[config.mk]
export PLATFORM = sky130hd
export DESIGN_NAME = biu_arbiter_flat
export DESIGN_NICKNAME = d
export VERILOG_FILES = /design/src/rtl/biu_arbiter_if.sv /design/src/rtl/biu_arbiter.sv /design/src/flat_wrapper.sv
export SDC_FILE = /design/constraint.sdc
export NUM_CORES = 1
export LEC_CHECK = 0
export ABC_AREA = 1
export ABC_CLOCK_PERIOD_IN_PS = 1900
export BUFFER_PORTS_ARGS = -buffer_cell sky130_fd_sc_hd__clkbuf_2
export CORE_ASPECT_RATIO = 0.9
export CORE_MARGIN = 4
export CORE_UTILIZATION = 53
export CTS_CLUSTER_DIAMETER = 150
export DETAILED_ROUTE_END_ITERATION = 12
export PLACE_DENSITY = 0.77
export SLEW_MARGIN = 30
export SYNTH_ARGS = -nofsm -noshare
export SYNTH_HDL_FRONTEND = slang
export SYNTH_SLANG_ARGS = --single-unit
[constraint.sdc]
create_clock -name clk -period 1.9 [get_ports clk]
set_input_delay 0.19 -clock clk [delete_from_list [all_inputs] [get_ports clk]]
set_output_delay 0.19 -clock clk [all_outputs]
set_load 0.005 [all_outputs]
[src/rtl/biu_arbiter_if.sv]
// Requester/BIU signal bundle for biu_arbiter.
// master: arbiter side. slave: requesters plus BIU side.
interface biu_arbiter_if;
  logic [3:0] req;
  logic       ready1;
  logic       cs;
  logic [1:0] sel;
  logic [3:0] gnt;
  logic [3:0] done;
  logic       busy;
  logic       err;

  modport master (
    input  req, ready1,
    output cs, sel, gnt, done, busy, err
  );

  modport slave (
    output req, ready1,
    input  cs, sel, gnt, done, busy, err
  );
endinterface

[src/rtl/biu_arbiter.sv]
// Round-robin arbiter sharing the BIU between mov, load/store, execution and fetch.
// Optional wait-state abort on timeout: define ARB_TIMEOUT_EN.
module biu_arbiter #(
  parameter int unsigned NREQ           = 4,
  parameter int unsigned TIMEOUT_CYCLES = 64,
  parameter int unsigned CNT_W          = 7
) (
  input logic           clk,
  input logic           rst_n,
  biu_arbiter_if.master bus
);

  typedef enum logic [2:0] {
    S_IDLE,
    S_ISSUE,
    S_WAIT_BUSY,
    S_WAIT_DONE,
    S_DONE
  } state_t;

  state_t     r_state;
  logic       r_cs;
  logic [1:0] r_sel;
  logic [3:0] r_gnt;
  logic [3:0] r_done;
  logic       r_busy;
  logic       r_err;
  logic [1:0] r_rr;

  logic       w_found;
  logic [1:0] w_idx;
  logic [1:0] w_cand;
  logic       w_timeout;

  if ((64'd1 << CNT_W) <= 64'(TIMEOUT_CYCLES)) begin : g_cfg_check
    $error("biu_arbiter: CNT_W too narrow for TIMEOUT_CYCLES");
  end

  // First set request at or above the pointer, wrapping through index 3.
  always_comb begin
    w_found = 1'b0;
    w_idx   = '0;
    w_cand  = '0;
    for (int unsigned i = 0; i < NREQ; i++) begin
      w_cand = r_rr + 2'(i);
      if (!w_found && bus.req[w_cand]) begin
        w_found = 1'b1;
        w_idx   = w_cand;
      end
    end
  end

`ifdef ARB_TIMEOUT_EN
  logic [CNT_W-1:0] r_cnt;

  always_ff @(posedge clk or negedge rst_n) begin
    if (!rst_n) begin
      r_cnt <= '0;
    end else begin
      case (r_state)
        S_WAIT_BUSY: r_cnt <= !bus.ready1 ? '0 : ((r_cnt == '1) ? r_cnt : r_cnt + 1'b1);
        S_WAIT_DONE: r_cnt <=  bus.ready1 ? '0 : ((r_cnt == '1) ? r_cnt : r_cnt + 1'b1);
        default:     r_cnt <= '0;
      endcase
    end
  end

  assign w_timeout = (r_cnt == CNT_W'(TIMEOUT_CYCLES - 1));
`else
  assign w_timeout = 1'b0;
`endif

  always_ff @(posedge clk or negedge rst_n) begin
    if (!rst_n) begin
      r_state <= S_IDLE;
      r_cs    <= 1'b0;
      r_sel   <= '0;
      r_gnt   <= '0;
      r_done  <= '0;
      r_busy  <= 1'b0;
      r_err   <= 1'b0;
      r_rr    <= '0;
    end else begin
      case (r_state)
        S_IDLE: begin
          if (w_found) begin
            r_state <= S_ISSUE;
            r_gnt   <= 4'b0001 << w_idx;
            r_sel   <= w_idx;
            r_cs    <= 1'b1;
            r_busy  <= 1'b1;
          end
        end
        S_ISSUE: begin
          r_state <= S_WAIT_BUSY;
          r_cs    <= 1'b0;
        end
        S_WAIT_BUSY: begin
          if (!bus.ready1) begin
            r_state <= S_WAIT_DONE;
          end else if (w_timeout) begin
            r_state <= S_DONE;
            r_done  <= r_gnt;
            r_err   <= 1'b1;
          end
        end
        S_WAIT_DONE: begin
          if (bus.ready1) begin
            r_state <= S_DONE;
            r_done  <= r_gnt;
          end else if (w_timeout) begin
            r_state <= S_DONE;
            r_done  <= r_gnt;
            r_err   <= 1'b1;
          end
        end
        S_DONE: begin
          r_state <= S_IDLE;
          r_done  <= '0;
          r_err   <= 1'b0;
          r_gnt   <= '0;
          r_busy  <= 1'b0;
          r_rr    <= r_sel + 2'd1;
        end
        default: r_state <= S_IDLE;
      endcase
    end
  end

  assign bus.cs   = r_cs;
  assign bus.sel  = r_sel;
  assign bus.gnt  = r_gnt;
  assign bus.done = r_done;
  assign bus.busy = r_busy;
  assign bus.err  = r_err;

endmodule

[src/flat_wrapper.sv]
// flat-port wrapper written by rule: the top's interface ports become plain ports
module biu_arbiter_flat 
#(
  parameter int unsigned NREQ           = 4,
  parameter int unsigned TIMEOUT_CYCLES = 64,
  parameter int unsigned CNT_W          = 7
)
  (clk, rst_n, bus_req, bus_ready1, bus_cs, bus_sel, bus_gnt, bus_done, bus_busy, bus_err);
  biu_arbiter_if bus_i ();
  input logic clk;
  input logic rst_n;
  input wire logic [$bits(bus_i.req)-1:0] bus_req;
  input wire logic [$bits(bus_i.ready1)-1:0] bus_ready1;
  output wire logic [$bits(bus_i.cs)-1:0] bus_cs;
  output wire logic [$bits(bus_i.sel)-1:0] bus_sel;
  output wire logic [$bits(bus_i.gnt)-1:0] bus_gnt;
  output wire logic [$bits(bus_i.done)-1:0] bus_done;
  output wire logic [$bits(bus_i.busy)-1:0] bus_busy;
  output wire logic [$bits(bus_i.err)-1:0] bus_err;
  assign bus_i.req = bus_req;
  assign bus_i.ready1 = bus_ready1;
  assign bus_cs = bus_i.cs;
  assign bus_sel = bus_i.sel;
  assign bus_gnt = bus_i.gnt;
  assign bus_done = bus_i.done;
  assign bus_busy = bus_i.busy;
  assign bus_err = bus_i.err;
  biu_arbiter #(.NREQ(NREQ), .TIMEOUT_CYCLES(TIMEOUT_CYCLES), .CNT_W(CNT_W)) u_core (.clk(clk), .rst_n(rst_n), .bus(bus_i));
endmodule
==> metrics.txt <==
status complete, no violations; Hold Path Stages 2; setup slack, reg-to-reg 0.25 ns; Critical Path, Cell by Cell inv_2 > nand2_1 > nand3_2 > nand2_2 > nor2_4 > nand3_2 > nand2_4 > inv_4 > o21a_1; Die Wd 54.8 µm; placed cell areas 1150 µm²; dpl hpwl 1.71 mm; max-slew violations 0; sequential element share of the synthesized area 0.407; PortBufs 18; RePlAce Congestion 0.823; vias in the first global route 832; Skew-Pair Late Insertion Delay 0.29 ns; Initial DRC Count 13; post-place setup slack 0.191 ns; clock root buffer clkbuf_4; Die ar. 2750 µm²; Pleak 0.687 nW; power share of the clock group 0.093; Area Growth Syn to Fin 14.0%; Placement Rows 14; Worst Hold End u_core.r_state[0]; Comb power frac 0.577; Seq pwr share 0.330; worst-path maximum fanout 11; Syn Inst Count 146; crit path DAT 1.83 ns; DRC Markers 0; TritonCTS Buffers 3; Synth Cell Area 1050 µm²; Hold Path Origin bus_ready1; Ports 20; global route overflow 0; Initial Utilization 0.591; Hold Path Class input port to register; routed length per placed instance 11.0 µm; final WL 2.12 mm; fmax 0.605 GHz; max incr delay on CP 0.50 ns; Placed Cells 187; Antenna Cells 0; critical path required time 2.08 ns; H-tree lvl count 1; most frequent CP cell nand3_2; first-pass GRT wire length 3.57 mm; nets 176; layout filler cell count 155; clock tree buffer depth 2; Finish-stage setup viols 0; core area 1770 µm²; Synth Net Count 153; crit path launch type register; RSZ-0062 raised after global routing no; Total Power 2.01 mW; PwrDens 1680 nW/µm²; share of cells above drive strength 1 0.268; Die Y 50.1 µm; Reg2Reg Launch Point u_core.r_rr[0]; worst hold margin 0.148 ns; worst r2r path cells 9; Ys Warns 0; Non-Filler Instances 192; Switching Fraction 0.490; max-cap check violation count 0; skew final 0.00349 ns; DRT Pass-1 Iters 4; peak supply drop 1.04 mV; worst reg2reg endpoint u_core.bus.sel[0]; Tot GR Track Use 0.176; final hold vios 0; vias 937; CP Capture Type register; NetSw 0.984 mW; min Tclk post-route 1.65 ns; Crit Path Class register to register; Worst Setup Slack, final 0.248 ns; final instance area 1190 µm²; CTS tree done; initial antenna violation count 0; CTS sink cnt 17; FF+latch count, synth 17; setup TNS 0 ns; Yosys cell types 24; Via density 4.88; Pint 1.02 mW; slowest cell on the critical path dfrtp_2; largest net degree at the start of global routing 18; post-route ant nets 0; Clock transition at path regs 0.09 ns; average cell area after synthesis 7.16 µm²; crit share post-route 0.869; Final Util 0.674
-- cells in the final DEF, fill, tap and decap left out, drive strengths merged, types with 2 or more instances in the layout --
| master | netlist | layout |
|---|---|---|
| a31oi | 2 | 2 |
| clkbuf | 0 | 22 |
| nand2 | 63 | 63 |
| inv | 21 | 21 |
| nor2 | 12 | 12 |
| o21ai | 8 | 8 |
| dfrtp | 17 | 17 |
| nand3 | 14 | 14 |
-- kinds of logic (layout without fill, tap and decap cells) --
group,after synthesis,in the layout,share of synthesized area
AOI/OAI and AO/OA,12,12,0.0706
and+or+nand+nor,91,91,0.411
xor gates and xnor gates,1,1,0.00837
buffers and inverters,24,46,0.0993
other,1,1,0.00359
DFF,17,17,0.407
-- Yosys cell counts --
cell type	number	share of area
o21ai_2	2	0.017
nand4_1	1	0.0060
o21ai_0	4	0.019
nand3_2	3	0.029
o21ai_1	2	0.0096
buf_6	1	0.011
nand2_1	52	0.19
buf_4	1	0.0072
a31oi_1	2	0.012
nor3_2	1	0.0096
nand3_1	11	0.053
dfrtp_1	17	0.41
nor2_1	10	0.036
nand2_2	10	0.060
xor2_1	1	0.0084
inv_1	18	0.065
o21a_1	1	0.0072
o22ai_1	1	0.0060
clkinv_1	1	0.0036
conb_1	1	0.0036
inv_2	2	0.0072
nor2_4	2	0.022
nand2_4	1	0.011
inv_4	1	0.0060
-- flip-flops by register name, indices dropped and copies added (netlist names) --
signal,flops
u_core.bus.sel,2
u_core.bus.busy,1
u_core.bus.cs,1
u_core.r_rr,2
u_core.bus.gnt,4
u_core.r_state,3
u_core.bus.done,4
-- final cells by class --
| class | instances | area (µm²) | area share |
|---|---|---|---|
| Tap cell | 24 | 30.0 | 0.0252 |
| Sequential cell | 17 | 427 | 0.358 |
| Inverter | 22 | 85.1 | 0.0714 |
| Timing Repair Buffer | 20 | 108 | 0.0902 |
| Multi-Input combinational cell | 105 | 517 | 0.433 |
| Clock buffer | 4 | 26.3 | 0.0220 |
-- worst max-delay path, delay by kind of cell (launching register included) --
| family | cells | cell delay (ns) |
|---|---|---|
| buffers and inverters | 2 | 0.22 |
| AO/OA/AOI/OAI | 1 | 0.17 |
| AND/OR/NAND/NOR | 6 | 0.67 |
| flip-flops | 1 | 0.50 |
-- what timing repair did --
item                                    4_1_cts  5_1_grt
resized for setup                             0        1
hold buffers                                  1        0
endpoints found under the hold margin        17        0
buffers inserted                              0        0
endpoints found under the setup margin        0        4
-- power groups by stage --
stage,Sequential (mW),Clock (mW),Combinational (mW)
after detailed placement,0.666,0,1.15
after global routing,0.685,0.218,1.31
after global placement,0.658,0,1.12
after floorplan,0.636,0,0.914
after CTS,0.660,0.194,1.16
final,0.663,0.187,1.16
-- metal layers --
metal | wire length (µm) | vias to the layer above | global-route usage
met5 | 0 | - | 0
met2 | 1020 | 16 | 0.278
met1 | 974 | 427 | 0.222
met4 | 21 | 0 | 0.0498
met3 | 99 | 4 | 0.0651
li1 | - | 490 | -
-- worst max path at each step --
stage                               from                 to  cells after the start
after global placement    u_core.r_rr[0]  u_core.bus.sel[0]                     10
after floorplan           u_core.r_rr[0]  u_core.bus.sel[0]                     10
after global routing      u_core.r_rr[0]  u_core.bus.gnt[3]                     10
after CTS                 u_core.r_rr[0]  u_core.bus.sel[0]                     10
after detailed placement  u_core.r_rr[0]  u_core.bus.sel[0]                     10
final                     u_core.r_rr[0]  u_core.bus.sel[0]                      9
(Power assumes the default switching activity.)
